**config.mk**
```make
export PLATFORM = sky130hd
export DESIGN_NAME = pipelined_adder
export DESIGN_NICKNAME = d
export VERILOG_FILES = /design/src/rtl/pipelined_adder.sv
export SDC_FILE = /design/constraint.sdc
export NUM_CORES = 1
export LEC_CHECK = 0
export ABC_AREA = 1
export BUFFER_PORTS_ARGS = -buffer_cell sky130_fd_sc_hd__buf_2
export CAP_MARGIN = 20
export CORE_MARGIN = 2
export CORE_UTILIZATION = 62
export CTS_BUF_LIST = sky130_fd_sc_hd__clkbuf_4 sky130_fd_sc_hd__clkbuf_8
export DETAILED_ROUTE_END_ITERATION = 10
export PLACE_DENSITY_LB_ADDON = 0.3
export SKIP_CTS_REPAIR_TIMING = 1
export SLEW_MARGIN = 15
export SYNTH_ARGS = -nofsm -noshare
export SYNTH_HDL_FRONTEND = slang
export SYNTH_SLANG_ARGS = --single-unit
```
**constraint.sdc**
```tcl
create_clock -name clk -period 3.95 [get_ports clk]
set_clock_uncertainty 0.2 [all_clocks]
set_input_delay 0.395 -clock clk [delete_from_list [all_inputs] [get_ports clk]]
set_output_delay 0.395 -clock clk [all_outputs]
set_load 0.05 [all_outputs]
```
**src/rtl/pipelined_adder.sv**
```systemverilog
// pipelined_adder: WIDTH-bit add/sub whose carry chain is split over SEGMENTS register stages; valid/ready on both sides, whole pipe stalls together; define ADDER_SAT_EN to saturate sum
module pipelined_adder #(
  parameter int WIDTH    = 16,
  parameter int SEGMENTS = 4
) (
  input  logic             clk,
  input  logic             rst,
  input  logic             in_valid,
  output logic             in_ready,
  input  logic [WIDTH-1:0] a,
  input  logic [WIDTH-1:0] b,
  input  logic             sub,
  output logic             out_valid,
  input  logic             out_ready,
  output logic [WIDTH-1:0] sum,
  output logic             cout
);
  localparam int SW = WIDTH / SEGMENTS;
  logic [WIDTH-1:0]    a_q [SEGMENTS];
  logic [WIDTH-1:0]    b_q [SEGMENTS];
  logic [WIDTH-1:0]    s_q [SEGMENTS];
  logic                m_q [SEGMENTS];
  logic [SEGMENTS-1:0] c_q, v_q;
  logic [WIDTH-1:0]    ai [SEGMENTS];
  logic [WIDTH-1:0]    bi [SEGMENTS];
  logic [WIDTH-1:0]    si [SEGMENTS];
  logic [WIDTH-1:0]    sn [SEGMENTS];
  logic                ci [SEGMENTS];
  logic                mi [SEGMENTS];
  logic                vi [SEGMENTS];
  logic [SW:0]         r  [SEGMENTS];
  logic                stall;
  assign stall     = out_valid && !out_ready;
  assign in_ready  = !stall;
  assign out_valid = v_q[SEGMENTS-1];
  assign sum       = s_q[SEGMENTS-1];
  assign cout      = c_q[SEGMENTS-1];
  always_comb begin
    for (int k = 0; k < SEGMENTS; k++) begin
      if (k == 0) begin
        ai[k] = a;
        bi[k] = sub ? ~b : b;
        si[k] = '0;
        ci[k] = sub;
        mi[k] = sub;
        vi[k] = in_valid;
      end else begin
        ai[k] = a_q[k-1];
        bi[k] = b_q[k-1];
        si[k] = s_q[k-1];
        ci[k] = c_q[k-1];
        mi[k] = m_q[k-1];
        vi[k] = v_q[k-1];
      end
      r[k]  = {1'b0, ai[k][k*SW +: SW]} + {1'b0, bi[k][k*SW +: SW]} + (SW+1)'(ci[k]);
      sn[k] = si[k] | (WIDTH'(r[k][SW-1:0]) << (k * SW));
    end
`ifdef ADDER_SAT_EN
    sn[SEGMENTS-1] = mi[SEGMENTS-1] ? (r[SEGMENTS-1][SW] ? sn[SEGMENTS-1] : '0)
                                    : (r[SEGMENTS-1][SW] ? '1 : sn[SEGMENTS-1]);
`endif
  end
  always_ff @(posedge clk)
    if (rst) begin
      v_q <= '0;
      c_q <= '0;
      for (int k = 0; k < SEGMENTS; k++) begin
        a_q[k] <= '0;
        b_q[k] <= '0;
        s_q[k] <= '0;
        m_q[k] <= 1'b0;
      end
    end else if (!stall) begin
      for (int k = 0; k < SEGMENTS; k++) begin
        v_q[k] <= vi[k];
        if (vi[k]) begin
          a_q[k] <= ai[k];
          b_q[k] <= bi[k];
          s_q[k] <= sn[k];
          c_q[k] <= r[k][SW];
          m_q[k] <= mi[k];
        end
      end
    end
endmodule

```
==> results of run 1 <==
==> area by class of cell <==
class	instances	area (sq um)	share of cell area [%]
flip-flops and latches	96	2800	56.7
multi-input cells	198	1190	24.1
inverters	88	330	6.68
repair buffers	56	290	5.87
clock buffers	10	138	2.78
well taps	99	124	2.51
clock inverters	6	66.3	1.34
==> registers in the layout, summed over array words and instances (netlist names) <==
signal / flops
s_q: 40
a_q: 24
b_q: 24
c_q: 4
v_q: 4
==> cells by family (layout without fill, tap and decap cells) <==
family | after synthesis | in the layout | share of synthesized area (%)
and+or+nand+nor | 144 | 144 | 14.5
buffers and inverters | 116 | 160 | 12.4
DFF | 96 | 96 | 61.5
adders and majority gates | 19 | 19 | 6.37
AOI/OAI and AO/OA | 18 | 18 | 2.03
xor gates and xnor gates | 17 | 17 | 3.27
==> cells in the final DEF (no fill, tap or decap), types with 10 or more instances in the layout <==
| cell | count |
|---|---|
| sky130_fd_sc_hd__edfxtp_1 | 88 |
| sky130_fd_sc_hd__inv_1 | 85 |
| sky130_fd_sc_hd__nor2_1 | 71 |
| sky130_fd_sc_hd__buf_2 | 55 |
| sky130_fd_sc_hd__nand2_1 | 37 |
| sky130_fd_sc_hd__nor2_2 | 20 |
| sky130_fd_sc_hd__xnor2_1 | 13 |
| sky130_fd_sc_hd__ha_1 | 12 |
| sky130_fd_sc_hd__a21oi_1 | 10 |
| sky130_fd_sc_hd__clkbuf_8 | 10 |
==> layer usage <==
layer  GRT usage (%)  routed length [um]  up-vias
li1                -                   -     1331
met2            25.8                2690       74
met3            3.60                 303       12
met4            7.95                 119        0
met1            20.2                2660     1091
met5               0                   0        -
==> worst register-to-register path: cells and delay by family (launching register included) <==
family	cells	cell delay [ps]
flops	1	330
simple gates	4	1030
buf+inv	3	350
==> final timing paths <==
check	from	depth (start not counted)	endpoint
worst min register to register	c_q[2]	2	c_q[2]
worst min-delay path	rst	2	v_q[3]
worst max-delay path	v_q[3]	7	s_q[0][3]
worst max register to register	v_q[3]	7	s_q[0][3]
==> power by group through the flow <==
stage	combinational (uW)	clock [uW]	sequential, uW
final	219	639	1200
after detailed placement	217	0	1220
after floorplan	180	0	1210
after global placement	211	0	1220
after global routing	248	690	1200
after CTS	219	651	1200
==> per-stage QoR <==
step	instance area (sq um)	total power, uW
global route	4940	2140
global placement	4720	1430
CTS	4930	2070
finish	4940	2050
detailed placement	4720	1440
floorplan	4560	1390
==> run summary, run 1 <==
The flow ran to the end, and the final reports show no timing, DRC or antenna violations. The synthesized netlist occupies a cell area of 0.00456 sq mm. The number of nets with antenna violations after routing came out at 0. In this run, the combinational gates consume 10.7% of the power.

For this run, the total global-route usage over all layers was measured as 15.8%. No sink is reached through more buffers than the 2 on the longest clock path. In this run the power spent charging and discharging nets is 491 uW. Counting flops and latches in the post-synthesis netlist gives 96. The buffering stage count on the worst path with inverters included works out to 3. The post-DP HPWL was 4.16 mm. Yosys instantiated no cell more often than sky130_fd_sc_hd__edfxtp_1. The per-instance average area after synthesis was 11.1 sq um. The library cell occupying the most area in the post-synthesis netlist is sky130_fd_sc_hd__edfxtp_1. The max-slew violation count was 0. After synthesis, the most frequently instantiated cells are sky130_fd_sc_hd__edfxtp_1 (88), sky130_fd_sc_hd__inv_1 (85), sky130_fd_sc_hd__nor2_1 (71).

The die covers 0.00806 sq mm. In this run the static leakage power is 0.00220 uW. The internal power of the cells totals 1560 uW.

Data on the critical path is required at its endpoint by 3860 ps. The number of antenna violations at the first check in global routing is 0. After clock tree synthesis, the clock-pin slew on the worst setup and hold paths is 90 ps.

Summed over all failing endpoints, the final setup total negative slack is 0 ps. The first TritonRoute pass finished after 4 iterations. In the post-synthesis netlist, the biggest area contributors are sky130_fd_sc_hd__edfxtp_1 (58%), sky130_fd_sc_hd__inv_1 (7.0%), sky130_fd_sc_hd__nor2_1 (5.8%).

The achievable clock frequency is 466 MHz. Across all setup checks in the final design, the least slack found is 1800 ps. The run gives 0 as the number of hold violations in the final report. The clock network accounts for 31.1% of the total power. Counting flops with an async set or reset pin after synthesis yields a share of 0%.

The count of endpoints failing setup in the final report was 0. On the worst path, the slowest cell contributes a delay of 720 ps. The horizontal die dimension was 89.8 um; the antenna diode instance count was 0.

Power spread over the standard cell area amounts to 415 mW/mm^2. Filler cell count in the final layout: 519. For the total vias in the final route, the log shows 2508. Walking the worst path, the cells encountered are inv_1, nor2_4, inv_2, nand3_1, inv_1, nand2_1, nor2_1. The most numerous cell type found on the critical path is sky130_fd_sc_hd__inv_1. Number of design-rule violations left by the first detailed-router iteration: 47.

The tools report the number of clock buffers inserted by TritonCTS as 9. Of the total power, the share spent switching nets is 23.9%. The part of the power in registers came out at 58.2%. Setup slack on the worst reg-to-reg path comes out at 1800 ps. The later pin in the worst-skew pair is clocked with a latency of 350 ps. STA classifies the critical path startpoint as a flop.

Subtracting the final worst setup slack from the clock period gives 2150 ps. Across the VDD grid, the largest voltage drop is 0.000173 V. Fraction of the cycle the final worst path needs: 54.3%. The pin count of the biggest net entering global routing is 30. The total number of placement rows came out at 31. The gate count after technology mapping is 410, and the number of vias per cell after detailed routing is 4.54.

The post-route netlist has 22.5% of its cells at a drive strength greater than 1. The number of nets in the synthesized netlist is 466. The floorplan step set the die height to 89.8 um.

Count of unresolved DRC violations after routing: 0. Counting distinct cell types in the post-synthesis netlist gives 25. Wire length reported by the detailed router: 5.78 mm.

Hold timing on the final database bottoms out at a slack of 53.9 ps. For the pin with the worst max-slew slack, the measured transition is 999 ps. After synthesis, the largest area contributor takes up 58.0% of total cell area. At the placement stage, the worst setup path has a slack of 1630 ps. During synthesis, Yosys emitted a total of 0 warnings. The number of standard cells in the final layout excluding fillers is 553. The clock root buffer is sky130_fd_sc_hd__clkbuf_8.

Path type of the worst setup path: flop to flop. The floorplan step defined a core boundary enclosing 0.00718 sq mm. Headroom to the max-slew limit came out at 33.2%.

The H-tree was split into 3 levels. For the sequential fraction of the synthesis area, the log shows 61.5%. In the synthesized netlist the dominant register cell turns out to be sky130_fd_sc_hd__edfxtp_1. In the final routed layout, each cell accounts on average for 10.4 um. TritonCTS built the clock tree. The clock net in this run drives a total of 96 sinks.

The synthesized design contains 88 enable-type register cells. Data arrival time of the critical path: 2060 ps. Across the run, the number of max-cap violations was 0. The maximum fanout encountered on the critical timing path was 29; the share of the core filled with cells was 68.9%. Relative to the synthesized area, the layout overhead comes to 8.42%.

Setup repair after global routing left no endpoint under its margin. The number of global-route vias before repair is 2397, and the initial core utilization is 63.5%. Including well taps, the total number of placed cells is 536. The first global-routing pass estimated 10.2 mm of wire.

Class of the tightest hold or removal check: input port to flop. Among cell families on the critical path, the largest total delay comes from simple AND/OR/NAND/NOR gates. The net count reported at finish came out at 505. The count of buffers inserted at the top-level ports is 55. The type of destination of the critical path is a flop. Slowest library cell on the worst path: sky130_fd_sc_hd__nand3_1. The global-route congestion overflow total was 0. In this run the count of I/O pins placed on the die edge is 56.

The weighted congestion reported at the end of routability-driven placement was 0.821.
Power figures use the tool's default switching activity.
==> run 2: changes to the inputs <==
- CORE_UTILIZATION: 62 -> 60
- clock period: 3.95 -> 2.1 ns (I/O delays scaled with it)
==> run 2 against run 1 <==
Net effect: the flow now finishes with violations (negative hold slack); die area increased by 3.2%; via count grew 5.8%; wire length increased by 10%; fmax increased by 9.2%; non-clock buffer count up 27; core utilization increased by 2.5 points; flip-flop and latch count is the same; worst setup slack got worse by 1700 ps; first-iteration DRC count up 43%; global-route usage is 0.48 points higher; combinational power rose by 110%; register-to-register slack lost 1700 ps; largest cell class unchanged; highest routed layer unchanged.
==> run summary, run 2 (synthesis results as in run 1) <==
The actual slew at the worst max-slew pin is 541 ps. The max-slew violation count was 0; the clock network latency to the later pin of the worst-skew pair was 360 ps. Count of max-cap constraint violations: 0. In this run the deepest clock path goes through 2 buffers. Relative to the synthesized area, the layout overhead comes to 14.2%. The library cell used most frequently in the layout, excluding fill and tap cells, is sky130_fd_sc_hd__edfxtp_1. The H-tree was split into 3 levels.

The run gives 0.747 as the weighted congestion reported at the end of routability-driven placement. Summed over all layers, the routed wires come to 6.36 mm. Counting the buffers created by CTS gives 9. The most critical setup path has its endpoint at s_q[0][22]. Across the VDD grid, the largest voltage drop is 0.000445 V. The final reports fail on negative hold slack.

The first-pass iteration count of the detailed router was 5; the post-DP HPWL was 4.38 mm. Once the floorplan was initialized, standard cells occupied 62.5% of the core. Clock-pin slew was measured on the worst setup and hold paths at 90 ps. The die is 91.2 um wide.

The count of buffers inserted at the top-level ports is 55, and the required time of the worst setup path is 2090 ps. The number of flip-flops in the largest register works out to 40. STA classifies the critical path endpoint as a flop.

The area enclosed by the die boundary came out at 0.00831 sq mm. The number of standard cells in the final layout excluding fillers was 580; the setup TNS was 0 ps. The final worst setup slack is 135 ps. The antenna diode instance count was 0; the static leakage power was 0.00230 uW.

Dividing total power by cell area gives a power density of 740 mW/mm^2. The count of unresolved DRC violations after routing came out at 0. For the CTS sink count, the log shows 96. In the final layout, the registers with the most flip-flops are s_q: 40 flops, a_q: 24 flops, b_q: 24 flops. The register ranked first by flip-flop count is s_q.

Class of the tightest hold or removal check: input port to flop. Global routing used 16.3% of the available tracks across all layers. The layout has 540 filler cells. The tools report the number of hold violations in the final report as 1. The tools report the number of design-rule violations left by the first detailed-router iteration as 67.

The slowest library cell on the worst path is sky130_fd_sc_hd__fa_1. The depth of the most critical reg-to-reg path is 4, and the maximum fanout encountered on the critical timing path is 2. Of the available clock period, the critical path in the final layout requires 93.6%. The root buffer cell chosen for the clock tree is sky130_fd_sc_hd__clkbuf_8. Total vias in the final route: 2653. TritonCTS built the clock tree. The worst stage delay on the critical path came out at 450 ps. The share of cells above drive strength 1 was 22.7%. In this run the critical register-to-register path is launched from b_q[0][4].

For the global-route congestion overflow total, the log shows 0. Across all register-to-register paths, the minimum setup slack is 130 ps. The total number of placement rows was 31; the routed length per placed instance was 11.0 um. Setup repair after global routing left no endpoint under its margin. The cell seen most often among critical-path stages is sky130_fd_sc_hd__fa_1. The core region is 0.00729 sq mm. Derived from the worst setup path, the maximum achievable clock frequency is 509 MHz.

Setup violations remaining at the end of the flow were counted as 0. The worst hold margin was -2.02 ps. The run finished, with violations left.

In this run the most critical hold path is launched from b[12]. The tools report the critical register-to-register path endpoint as s_q[0][22]. The run gives 1950 ps as the data arrival time of the critical path.

The critical path in this run is classified as flop to flop. In this run the tightest slew margin relative to its limit is 63.9%. Number of global-route vias before repair: 2475.

The signal on the critical path passes through fa_1, fa_1, nand2_1, nor3b_1. The first global-routing pass estimated 10.6 mm of wire. The die is 91.2 um tall. Before CTS, the worst setup slack after placement is 143 ps. In the layout the commonest cells are sky130_fd_sc_hd__edfxtp_1 (88), sky130_fd_sc_hd__inv_1 (85), sky130_fd_sc_hd__nor2_1 (71). The count of placed standard cells including taps came out at 543. The number of nets with antenna violations after routing is 0, and the time the worst path needs with I/O delays and setup is 1970 ps.

The critical path starts at b_q[0][4]. For the number of antenna violations at the first check in global routing, the log shows 0. The net count reported at finish was 532. Startpoint kind of the worst setup timing path: a flop.

56 I/O pins were placed. Entering global routing, the biggest net connects 29 pins. The number of vias per cell after detailed routing came out at 4.57.
==> run 2: worst min-delay path by stage <==
stage / to / slack, ps / cells after the start
after CTS: v_q[3] / -150 / 2
after detailed placement: v_q[3] / 240 / 2
after floorplan: v_q[3] / 80 / 1
final: b_q[0][12] / -2 / 3
after global routing: b_q[0][5] / 10 / 3
after global placement: v_q[3] / 220 / 2
==> run 2: routing by layer <==
metal  vias to the layer above  part of all wire, %  track usage, %
li1                       1388                    -               -
met1                      1176                   42            19.2
met2                        79                   50            27.9
met3                        10                  6.2            4.90
met4                         0                  1.8            6.82
met5                         -                    0               0
==> run 2: layout make-up <==
class | count | area [sq um] | area share (%)
Clock buffer | 9 | 124 | 2.38
Clock inverter | 7 | 62.6 | 1.20
Inverter | 88 | 330 | 6.34
Multi-Input combinational cell | 198 | 1200 | 23.0
Sequential cell | 96 | 2800 | 53.8
Tap cell | 99 | 124 | 2.38
Timing Repair Buffer | 83 | 563 | 10.8
==> run 2: report_power, final <==
part / internal, uW / leakage, uW / switching, uW
registers: 2210 / 0.00101 / 37.8
clock network: 538 / 0.0000901 / 608
logic: 177 / 0.00121 / 283
==> run 2: through the flow <==
step | util, % | power (uW) | area, sq um
final | 71.4 | 3850 | 5210
after global routing | 71.4 | 4020 | 5210
after CTS | 68.5 | 3850 | 5000
after detailed placement | 66.0 | 2720 | 4810
after global placement | 66.0 | 2700 | 4810
after floorplan | - | 2620 | 4570
==> run 2: worst max-delay path, delay by kind of cell, from the launching register on <==
kind | cells | cell delay (ps)
adders and majority gates | 2 | 850
DFF | 1 | 410
and+or+nand+nor | 2 | 330
